==> config.mk <==
export PLATFORM = sky130hd
export DESIGN_NAME = cla_vector_gen
export DESIGN_NICKNAME = d
export VERILOG_FILES = /design/src/rtl/cla_vector_gen.sv
export SDC_FILE = /design/constraint.sdc
export NUM_CORES = 1
export LEC_CHECK = 0
export BUFFER_PORTS_ARGS = -buffer_cell sky130_fd_sc_hd__buf_2
export CAP_MARGIN = 20
export CORE_ASPECT_RATIO = 1.5
export CORE_MARGIN = 8
export CORE_UTILIZATION = 50
export DETAILED_ROUTE_END_ITERATION = 12
export HOLD_SLACK_MARGIN = 0.03
export PLACE_DENSITY_LB_ADDON = 0.3
export SYNTH_ARGS = -nofsm -noshare
export SYNTH_HDL_FRONTEND = slang
export SYNTH_SLANG_ARGS = --single-unit
==> constraint.sdc <==
create_clock -name clk -period 4.5 [get_ports clk]
set_input_delay 0.45 -clock clk [delete_from_list [all_inputs] [get_ports clk]]
set_output_delay 0.45 -clock clk [all_outputs]
set_load 0.05 [all_outputs]
==> src/rtl/cla_vector_gen.sv <==
// cla_vector_gen: streams CLA4 test-vector words (exhaustive or LFSR random) with expected sum/carry/PG/GG.
module cla_vector_gen #(
  parameter int          RAND_COUNT = 256,
  parameter logic [15:0] LFSR_SEED  = 16'hACE1
) (
  input  logic        clk,
  input  logic        reset,
  input  logic        start,
  input  logic        mode,
  input  logic        vec_ready,
  output logic        vec_valid,
  output logic [15:0] vec_data,
  output logic [9:0]  vec_count,
  output logic        busy,
  output logic        done
);
  typedef enum logic [1:0] {IDLE, RUN, DONE} state_t;
  localparam logic [15:0] SEED = (LFSR_SEED == 16'd0) ? 16'hACE1 : LFSR_SEED;
  state_t      r_state, w_state_nxt;
  logic        r_mode;
  logic [8:0]  r_idx;
  logic [15:0] r_lfsr;
  logic        w_go, w_hs, w_last;
  logic [15:0] w_lfsr_nxt;
  logic [8:0]  w_idx_nxt, w_abc_nxt, w_abc_first;

  function automatic logic [15:0] vec_word(input logic [8:0] abc);
    logic [3:0] a, b, p, g;
    logic [4:0] s;
    a = abc[8:5];
    b = abc[4:1];
    s = {1'b0, a} + {1'b0, b} + {4'd0, abc[0]};
    p = a ^ b;
    g = a & b;
    return {a, b, abc[0], s[3:0], s[4], &p,
            g[3] | (p[3] & g[2]) | (p[3] & p[2] & g[1]) | (&p[3:1] & g[0])};
  endfunction

  // vec_valid is exactly "in RUN": it rises one cycle after start and falls only on the final handshake
  assign vec_valid   = (r_state == RUN);
  assign busy        = (r_state == RUN);
  assign done        = (r_state == DONE);
  assign w_go        = start && (r_state != RUN);
  assign w_hs        = vec_valid && vec_ready;
  assign w_last      = r_mode ? (vec_count == 10'(RAND_COUNT - 1)) : (r_idx == 9'd511);
  assign w_lfsr_nxt  = {r_lfsr[0] ^ r_lfsr[2] ^ r_lfsr[3] ^ r_lfsr[5], r_lfsr[15:1]};
  assign w_idx_nxt   = r_idx + 9'd1;
  assign w_abc_nxt   = r_mode ? w_lfsr_nxt[8:0] : w_idx_nxt;
  assign w_abc_first = mode ? SEED[8:0] : 9'd0;

  always_comb begin
    w_state_nxt = r_state;
    w_state_nxt = w_go ? RUN : (w_hs && w_last) ? DONE : r_state;
  end

  always_ff @(posedge clk or negedge reset) begin
    if (!reset) r_state <= IDLE;
    else        r_state <= w_state_nxt;
  end

  always_ff @(posedge clk or negedge reset) begin
    if (!reset) begin
      r_mode    <= 1'b0;
      r_idx     <= 9'd0;
      r_lfsr    <= SEED;
      vec_data  <= 16'd0;
      vec_count <= 10'd0;
    end else if (w_go) begin
      r_mode    <= mode;
      r_idx     <= 9'd0;
      r_lfsr    <= SEED;
      vec_data  <= vec_word(w_abc_first);
      vec_count <= 10'd0;
    end else if (w_hs) begin
      vec_count <= vec_count + 10'd1;
      if (!w_last) begin
        r_idx    <= w_idx_nxt;
        r_lfsr   <= w_lfsr_nxt;
        vec_data <= vec_word(w_abc_nxt);
      end
    end
  end
endmodule

* After elaboration in Yosys (flattened, before gate mapping)
Cells that the tools add are included.
Storage, ports and cells: register bits after elaboration 54, input port bits 5, output and inout port bits 29
Cells by class: $add $sub $neg 6, equal/unequal tests 6, muxes and demuxes 16, bitwise gates (word level) 21, reduce and logical (&&, ||, !) cells 10
Operator list (number):
- $mux 16 | 6
- $mux 9 | 4
- $mux 10 | 2
- $add 10x1->10 const B | 1
- $add 5x1->5 | 2
- $eq 10x8->1 const B | 1
- $add 9x1->9 const B | 1
- $eq 9x9->1 const B | 1
- $and 1x1->1 | 8
- $mux 8 | 1
- $reduce_and 4->1 | 2
- $or 1x1->1 | 6
- $reduce_and 3->1 | 2
- $add 3x4->5 | 1
- $add 4x4->5 | 1
- $and 3x4->4 | 1
- $and 4x4->4 | 1
- $mux 2 | 2
- $reduce_bool 2->1 | 2
- $xor 3x4->4 | 1
- $xor 4x4->4 | 1
- $logic_and 1x1->1 | 3
- $xor 1x1->1 | 3
- $eq 2x1->1 const B | 1
- 5 further kinds | 5

* Longest topological paths before layout
Gate-level depths: netlist (run 1).
depth in word-level cells 10, depth in mapped cells 11

* Least setup slack after synthesis (run 1)
Ideal clock, no wire load.
kind reg2reg, start point reg r_idx[2], end point reg vec_data[2], arrival 2.250 ns, data required time 4.365 ns, slack 2.114 ns, cell stages (with the launch flop) 12, buffers on the path 1, cell sequence dfrtp_1 -> clkbuf_2 -> nand3_1 -> o21a_1 -> o31ai_1 -> fa_1 -> inv_1 -> fa_1 -> nand3_1 -> nand2_1 -> nand3_1 -> o21ai_0
Between the ends: cells in the longest elaborated chain, start to end 7, elaborated cells on any way between the ends 11, classes of those cells add/sub (3); eq/ne (2); mux (5); reduce/logical (1)
RTL lines:
- start: declaration | line 21 | logic [8:0] r_idx;
- start signal: assignment | line 77 | r_idx <= w_idx_nxt;
- $add 9x1->9 | line 47 | assign w_idx_nxt = r_idx + 9'd1;
- $mux 9 | line 48 | assign w_abc_nxt = r_mode ? w_lfsr_nxt[8:0] : w_idx_nxt;
- $add 4x4->5 | line 32 | s = {1'b0, a} + {1'b0, b} + {4'd0, abc[0]};
- $add 5x1->5 | line 32
- $mux 16 | line 76 | if (!w_last) begin
- $mux 16 | line 74 | end else if (w_hs) begin
- $mux 16 | line 68 | end else if (w_go) begin
- end signal: assignment | line 72 | vec_data <= vec_word(w_abc_first);
- end signal: assignment | line 79 | vec_data <= vec_word(w_abc_nxt);
- end: declaration | line 12 | output logic [15:0] vec_data,
Several ways; a longest one is shown, not always the timed one. The select of a mux whose other input is x is not followed. A chain may end at the register's enable or synchronous reset.

* Worst setup path after layout (run 1)
Same ends and word-level chain as after synthesis.

==> results of run 1 <==
[flip-flops by register name (all words and copies together) (netlist names)]
signal / count
vec_count: 10
r_state: 2
r_lfsr: 16
r_idx: 9
r_mode: 1
vec_data: 16
[where the power goes]
| part | leakage [nW] | total [W] | internal [W] | switching, W |
|---|---|---|---|---|
| sequential | 0.686 | 0.000812 | 0.000662 | 0.000150 |
| clock | 0.0395 | 0.000263 | 0.000111 | 0.000152 |
| combinational | 0.696 | 0.000911 | 0.000302 | 0.000609 |
| total | 1.42 | 0.00199 | 0.00108 | 0.000911 |
[worst max-delay path by stage]
stage                               to  startpoint  slack, ns
after CTS                  vec_data[4]    r_idx[0]       1.56
after floorplan            vec_data[2]    r_idx[2]       2.11
after global placement     vec_data[4]    r_idx[0]       1.63
final                      vec_data[2]    r_idx[2]       1.67
after global routing      vec_data[12]    r_idx[0]       1.48
after detailed placement   vec_data[4]    r_idx[0]       1.56
[final cells by class]
cell class | instances | area, um2 | area share
clock buffers | 8 | 80.1 | 0.0255
inverters | 13 | 48.8 | 0.0156
multi-input cells | 219 | 1370 | 0.437
flip-flops and latches | 54 | 1360 | 0.434
well taps | 72 | 90.1 | 0.0287
repair buffers | 35 | 188 | 0.0598
[cells by family after synthesis]
kind of cell    count (synthesis)  synth area share
buf+inv                        31            0.0521
compound gates                 75             0.168
mux                             3            0.0109
xor+xnor                       14            0.0426
fa+ha+maj                       9            0.0443
simple gates                  118             0.209
flops                          54             0.472
[routing by layer]
layer,track usage,up-vias,share of wire
met5,0,-,0
met4,0.0785,0,0.030
met3,0.0322,14,0.055
met2,0.271,66,0.49
met1,0.205,1150,0.43
li1,-,1116,-
[cell usage after synthesis (2+ instances only)]
library cell	number	area, um2
and2_1	2	12.5
o21a_1	3	22.5
ha_1	7	87.6
nor3_1	6	30.0
clkbuf_1	5	18.8
nand2_1	34	128
nand4_1	4	25.0
nand3b_1	2	15.0
o211ai_1	9	67.6
fa_1	2	40.0
a21o_1	4	30.0
nor2_1	19	71.3
inv_1	13	48.8
xnor2_1	10	87.6
o21ai_1	19	95.1
o221ai_1	2	17.5
o31ai_1	2	15.0
buf_1	3	11.3
mux2i_1	2	20.0
dfstp_2	8	210
nor2b_1	2	12.5
dfrtp_1	46	1150
o21ai_0	19	95.1
a21oi_1	5	25.0
xor2_1	4	35.0
buf_6	3	33.8
o211a_1	2	20.0
nor4_1	3	18.8
a221o_1	4	40.0
nand2b_1	5	31.3
buf_2	5	25.0
nand3_1	31	155
[critical path, stage by stage, from the launching register on]
cell	delay, ns
dfrtp_1	0.47
nand3_1	0.30
o21a_1	0.28
o31ai_1	0.54
fa_1	0.32
inv_1	0.06
fa_1	0.41
nand3_1	0.11
nand2_1	0.06
nand3_1	0.08
o21ai_0	0.08
[per-stage QoR]
| step | cell area, um2 | total power, W |
|---|---|---|
| finish | 3140 | 0.00199 |
| global route | 3140 | 0.00214 |
| CTS | 3120 | 0.00199 |
| detailed placement | 3040 | 0.00173 |
| global placement | 3040 | 0.00172 |
| floorplan | 2880 | 0.00151 |
==> out/results.tsv, run 1 <==
metric	value	unit
status	finished, final reports clean	
Worst-Margin Slew	0.992	ns
number of synthesized flops with an enable pin	0	
Setup Buffers After CTS	0	
gr usage total	0.165	
Worst EP arrival	3.02	ns
Hold Slack	0.263	ns
CP Capture Type	flop	
most frequent cells in the layout	dfrtp_1, nand2_1, buf_2, nand3_1	
Die Ht	109	um
# resized after CTS	0	
Slew Limit Fails	0	
total congestion overflow	0	
mapped cell area	0.00288	mm2
cts hold-fix bufs	0	
DRT iter0 DRCs	149	
Avg Inst Size Synth	9.48	um2
Pre-Repair DR Iteration Count	4	
Core ar.	0.00570	mm2
IO Port Bufs	33	
ys flop type	dfrtp_1	
Starting Density	0.505	
FFs w/ async S/R, synth	1.00	
clk slew on worst S/H paths	0.09	ns
sequential share of the synthesized area	0.472	
largest net degree at the start of global routing	55	
Max IR drop VDD	0.259	mV
CTS tree	built	
vias per std cell	5.85	
Routed Antenna Nets	0	
maxcap violations	0	
Place WS	1.56	ns
Routed WL per cell	16.9	um
Rows	34	
n_diodes	0	
DRC Markers	0	
Synth-to-Final Area Change	8.90	%
Setup Viol. Count Final	0	
first-pass GRT wire length	11.4	mm
Synth Instances	304	
Unique masters post-synth	51	
Final period util	0.628	
Top Ports	34	
routability-driven placement congestion ratio	0.856	
pwr dens	633	mW/mm2
Setup TNS	0	ns
hpwl dp	4.58	mm
max_slew headroom	0.337	
fmax	354	MHz
die area	0.00850	mm2
most common cell after layout, fill and taps aside	dfrtp_1	
vias	2346	
Die Wd	78.0	um
Reg2Reg Depth	10	
maximum clock insertion buffer count	2	
Worst Slack Setup Final	1.67	ns
RR Startpoint	r_idx[2]	
CTS HTree Levels	2	
Yosys reg bits	54	
Num CTS Buffers	5	
initial antenna violation count	0	
Period minus WS final	2.83	ns
Crit Path Max Fanout	7	
Syn Nets	318	
number of fillers in the final layout	547	
Placed Cells	392	
Clk Latency, worst-skew pair	0.31	ns
Pleak	1.42	nW
RSZ-0062 raised after global routing	false	
clk root buf	clkbuf_8	
Setup crit start kind	flop	
r2r endpoint	vec_data[2]	
share of layout cells above drive strength 1	0.173	
final design utilization	0.550	
Total Nets Final	342	
clk sinks	54	
Crit Path Class	flop to flop	
post-route clock skew	0.00489	ns
Reg2Reg Setup Slack	1.67	ns
fin cells	401	
Min-Delay Path Class	input port to asynchronous set/reset pin	
Fin. Hold Viols	0	
Ys Warns	0	
DRT Wirelength	6.78	mm
vias in the first global route	2256	
Req. time, crit path	4.69	ns
Power figures use the tool's default switching activity.
==> inputs of run 2 (changes only) <==
--- a/config.mk
+++ b/config.mk
@@ -5,6 +5,7 @@
 export SDC_FILE = /design/constraint.sdc
 export NUM_CORES = 1
 export LEC_CHECK = 0
+export ABC_AREA = 1
 export BUFFER_PORTS_ARGS = -buffer_cell sky130_fd_sc_hd__buf_2
 export CAP_MARGIN = 20
 export CORE_ASPECT_RATIO = 1.5
==> constraint.sdc (replaced) <==
create_clock -name clk -period 3 [get_ports clk]
set_input_delay 0.3 -clock clk [delete_from_list [all_inputs] [get_ports clk]]
set_output_delay 0.3 -clock clk [all_outputs]
set_load 0.05 [all_outputs]
==> out/results.tsv, run 2 <==
metric	value	unit
CP Cell Sequence	ha_1 > nand2_1 > inv_1 > nand2_1 > nor2_1 > ha_1 > nand2_1 > o21ai_0 > ha_1 > nand3b_1 > nand3_1 > nand2_1 > nand2_1 > nand2_1	
Setup TNS	0	ns
Fin. Hold Viols	0	
CTS tree	built	
Unique masters post-synth	32	
Num CTS Buffers	5	
Synth Area in Simple Gates	0.296	
Synth-to-Final Area Change	8.39	%
first-pass GRT wire length	10.9	mm
share of layout cells above drive strength 1	0.175	
Top Ports	34	
pwr dens	980	mW/mm2
most frequent CP cell	nand2_1	
cell taking the most area after synthesis	dfrtp_1	
Synth area leaders	dfrtp_1, nand2_1, nand3_1, dfstp_2, nor2_1	
number of synthesized flops with an enable pin	0	
status	finished, final reports clean	
CP peak stage delay	0.43	ns
FFs w/ async S/R, synth	1.00	
Worst EP arrival	2.62	ns
Place WS	0.612	ns
n_diodes	0	
routability-driven placement congestion ratio	0.901	
Max IR drop VDD	0.581	mV
most frequent cells in the layout	nand2_1, nand3_1, dfrtp_1, nor2_1, buf_2	
switching share of power	0.477	
CP Capture Type	flop	
Core ar.	0.00570	mm2
total congestion overflow	0	
CTS HTree Levels	2	
RSZ-0062 raised after global routing	false	
vias per std cell	5.20	
total net switching power	0.00146	W
vias	2342	
Int Pwr	0.00160	W
Routed WL per cell	14.1	um
Yosys reg bits	54	
Slew Limit Fails	0	
initial antenna violation count	0	
Rows	34	
Ys Warns	0	
most common cell after layout, fill and taps aside	nand2_1	
Avg Inst Size Synth	8.27	um2
Seq pwr share	0.384	
DRT iter0 DRCs	124	
IO Port Bufs	33	
Syn Nets	362	
DRT Wirelength	6.34	mm
Commonest cells post-synth	nand2_1, dfrtp_1, nand3_1	
Min-Delay Path Class	input port to asynchronous set/reset pin	
Routed Antenna Nets	0	
Die Ht	109	um
mapped cell area	0.00288	mm2
Clk Latency, worst-skew pair	0.31	ns
vias in the first global route	2317	
max_slew headroom	0.548	
Setup crit start kind	flop	
hpwl dp	4.59	mm
Starting Density	0.505	
Worst Slack Setup Final	0.580	ns
fmax	413	MHz
Total Nets Final	391	
Crit Path Class	flop to flop	
maxcap violations	0	
die area	0.00849	mm2
Comb power frac	0.480	
Final period util	0.807	
combinational family with the most area after synthesis	simple AND/OR/NAND/NOR gates	
clk slew on worst S/H paths	0.09	ns
Setup Buffers After CTS	0	
# resized after CTS	0	
Die Wd	77.9	um
Post-Synth Adder-Cell Area	0.0443	
biggest regs	r_lfsr x16, vec_data x16, vec_count x10	
Compound-Gate Fraction of Synth Area	0.0800	
gr usage total	0.160	
largest net degree at the start of global routing	55	
Clock power frac	0.136	
number of fillers in the final layout	573	
xor/xnor share of the synthesized area	0.0183	
maximum clock insertion buffer count	2	
Pleak	1.60	nW
Worst-Margin Slew	0.678	ns
Pre-Repair DR Iteration Count	4	
post-synthesis mux area share	0	
Period minus WS final	2.42	ns
DRC Markers	0	
most common cell in the netlist	nand2_1	
cts hold-fix bufs	0	
sequential share of the synthesized area	0.473	
ys flop type	dfrtp_1	
Setup Viol. Count Final	0	
post-synth top area share	0.400	
clk root buf	clkbuf_8	
post-route clock skew	0.00415	ns
clk sinks	54	
Req. time, crit path	3.20	ns
slowest CP cell	dfrtp_1	
Synth Instances	348	
Crit Path Max Fanout	6	
[run 2: changes by cell type in the layout (fill, tap and decap cells not counted), moves of 4 or more]
| cell | delta |
|---|---|
| o211ai_1 | -9 |
| inv_1 | +14 |
| o21ai_0 | +7 |
| a21o_1 | -4 |
| a221o_1 | -4 |
| o21ai_1 | -17 |
| nor2_1 | +19 |
| nand2b_1 | -5 |
| nand3_1 | +15 |
| nand2_1 | +59 |
| xnor2_1 | -6 |
| nor3_1 | -4 |
| a21oi_1 | +5 |
[run 2: kinds of logic (layout without fill, tap and decap cells)]
group,count (synthesis),after routing
DFF,54,54
buffers and inverters,46,76
xor gates and xnor gates,6,6
adders and majority gates,9,9
AOI/OAI and AO/OA,42,42
and+or+nand+nor,191,191
[run 2: through the flow]
| step | utilization | area, um2 | cells | hold WS [ns] | power [W] |
|---|---|---|---|---|---|
| 2_1_floorplan | - | 2880 | 348 | 0.00441 | 0.00233 |
| 3_3_place_gp | 0.531 | 3030 | 442 | 0.468 | 0.00263 |
| 3_5_place_dp | 0.531 | 3030 | 442 | 0.469 | 0.00267 |
| 4_1_cts | 0.547 | 3120 | 450 | 0.132 | 0.00309 |
| 5_1_grt | 0.547 | 3120 | 450 | 0.171 | 0.00331 |
| 6_report | 0.547 | 3120 | 450 | 0.0987 | 0.00306 |
[run 2: cell type report]
| class | count | area [um2] | share of cell area |
|---|---|---|---|
| multi-input combinational | 248 | 1260 | 0.405 |
| clock buffer | 7 | 86.3 | 0.0277 |
| inverter | 32 | 126 | 0.0405 |
| clock inverter | 1 | 5.00 | 0.00160 |
| tap | 72 | 90.1 | 0.0289 |
| timing repair buffer | 36 | 188 | 0.0602 |
| sequential | 54 | 1360 | 0.436 |
[run 2: path summary, 6_finish.rpt]
check	startpoint	end	slack (ns)	cells past startpoint
worst max-delay path	r_idx[0]	vec_data[6]	0.58	14
worst min-delay path	reset	vec_count[0]	0.1	2
worst max register to register	r_idx[0]	vec_data[6]	0.58	14
worst min register to register	r_lfsr[15]	r_lfsr[15]	0.50	2
max in group asynchronous	reset	r_idx[5]	2.44	2
min in group clk	vec_ready	vec_count[0]	0.35	3
[run 2: layer usage]
layer,track usage,wire (um),vias to the layer above
li1,-,-,1174
met1,0.171,2480,1107
met2,0.300,3370,52
met3,0.0388,369,9
met4,0.0545,114,0
met5,0,0,-
[run 2: power groups by stage]
stage	clock [W]	sequential [W]	combinational, W
final	0.000416	0.00118	0.00147
after global routing	0.000457	0.00121	0.00164
after CTS	0.000428	0.00118	0.00148
after detailed placement	0	0.00119	0.00147
after global placement	0	0.00118	0.00145
after floorplan	0	0.00156	0.000766
[run 2: worst max-delay path: cells and delay by family, from the launching register on]
family | cells | cell delay (ns)
simple gates | 9 | 0.77
flops | 1 | 0.43
buf+inv | 1 | 0.05
compound gates | 1 | 0.16
fa+ha+maj | 3 | 0.92
==> inputs of run 3 (changes only) <==
==> constraint.sdc (replaced) <==
create_clock -name clk -period 2.2 [get_ports clk]
set_input_delay 0.22 -clock clk [delete_from_list [all_inputs] [get_ports clk]]
set_output_delay 0.22 -clock clk [all_outputs]
set_load 0.05 [all_outputs]
==> out/results.tsv, run 3 (same netlist as run 2, synthesis figures left out) <==
metric	value	unit
vias in the first global route	2475	
gr usage total	0.169	
Total Nets Final	416	
DRC Markers	0	
Hold Path End	vec_count[0]	
Setup Viol. Count Final	0	
most frequent cells in the layout	nand2_1, dfrtp_1, nand3_1, nor2_1, buf_2	
clk root buf	clkbuf_8	
number of fillers in the final layout	520	
DRT iter0 DRCs	108	
routability-driven placement congestion ratio	0.891	
Worst-Margin Slew	0.662	ns
Reg2Reg Setup Slack	0.06	ns
Final period util	0.971	
Routed WL per cell	14.7	um
Synth-to-Final Area Change	20.5	%
Top Ports	34	
initial antenna violation count	0	
Rows	34	
most common cell after layout, fill and taps aside	nand2_1	
Die Wd	77.9	um
IO Port Bufs	33	
HP Start	vec_ready	
clk slew on worst S/H paths	0.10	ns
first-pass GRT wire length	11.7	mm
Power Total	0.00483	W
Req. time, crit path	2.41	ns
total congestion overflow	0	
n_diodes	0	
Worst Slack Setup Final	0.0642	ns
CP Capture Type	flop	
share of layout cells above drive strength 1	0.273	
largest net degree at the start of global routing	31	
hold path depth	3	
CP bufs+invs	3	
maximum clock insertion buffer count	2	
CTS tree	built	
fmax	468	MHz
Starting Density	0.505	
Max IR drop VDD	0.778	mV
Slew Limit Fails	0	
Clk Latency, worst-skew pair	0.31	ns
Reg2Reg Depth	9	
Place WS	-0.0435	ns
Core ar.	0.00570	mm2
Crit Path Class	flop to flop	
Pleak	1.75	nW
die area	0.00849	mm2
r2r endpoint	vec_data[4]	
post-route clock skew	0.00502	ns
Die Ht	109	um
Min-Delay Path Class	input port to flop	
Pre-Repair DR Iteration Count	4	
pwr dens	1390	mW/mm2
DRT Wirelength	6.99	mm
hpwl dp	4.94	mm
Routed Antenna Nets	0	
Crit Path Max Fanout	4	
CP Cell Sequence	ha_2 > inv_1 > o21ai_2 > inv_1 > fa_2 > inv_2 > fa_1 > nand2_1 > nand2_1	
max_slew headroom	0.559	
vias	2459	
Num CTS Buffers	5	
status	finished, final reports clean	
CTS HTree Levels	2	
register area	0.00136	mm2
RR Startpoint	r_idx[1]	
Worst EP arrival	2.34	ns
slowest CP cell	dfrtp_1	
Period minus WS final	2.14	ns
maxcap violations	0	
biggest regs	r_lfsr x16, vec_data x16, vec_count x10	
Hold Slack	0.260	ns
clk sinks	54	
CP delay by family, top	adder cells	
vias per std cell	5.18	
CP peak stage delay	0.43	ns
Multi-input gate area	0.00134	mm2
Fin. Hold Viols	0	
Setup crit start kind	flop	
run 3: where the power goes:
part / internal, W / leakage [nW] / switching [W]
Sequential: 0.00135 / 0.670 / 0.000231
Combinational: 0.000846 / 1.01 / 0.00159
Clock: 0.000485 / 0.0714 / 0.000331
run 3: stage by stage:
stage	TNS (ns)	cells	area, um2	utilization
after floorplan	0	348	2880	-
after global placement	-0.00839	460	3190	0.559
after detailed placement	-0.0435	460	3190	0.559
after CTS	-0.00498	470	3360	0.590
after global routing	-0.0574	475	3470	0.608
final	0	475	3470	0.608
run 3: worst max-delay path by stage:
stage | startpoint | to | cells after the start | slack, ns
3_5_place_dp | r_idx[1] | vec_data[4] | 9 | -0.04
2_1_floorplan | r_idx[0] | vec_data[0] | 13 | 0.11
3_3_place_gp | r_idx[2] | vec_data[4] | 10 | -0.008
4_1_cts | r_idx[1] | vec_data[6] | 14 | -0.004
6_report | r_idx[1] | vec_data[4] | 9 | 0.06
5_1_grt | r_idx[1] | vec_data[6] | 14 | -0.03
run 3: worst min-delay path: stages:
cell and delay [ns]:
buf_2 0.11, nand3_4 0.12, o21ai_0 0.08
run 3: cell type report:
type,count,share of cell area
Multi-Input combinational cell,248,0.388
Clock inverter,2,0.0173
Tap cell,72,0.0260
Sequential cell,54,0.393
Timing Repair Buffer,61,0.116
Inverter,32,0.0364
Clock buffer,6,0.0238
run 3: metal layers:
layer | vias to the layer above | GRT usage | part of all wire
met5 | - | 0 | 0
met4 | 0 | 0.0572 | 0.024
met3 | 12 | 0.0330 | 0.046
met2 | 50 | 0.316 | 0.53
met1 | 1173 | 0.185 | 0.40
li1 | 1224 | - | -
run 3: repair_timing:
action                     CTS  global route
hold endpoints to repair    19             0
setup endpoints to repair    3             6
setup buffers                1             5
gates resized for setup      5            19
hold buffers                 1             0
pin swaps                    1            10
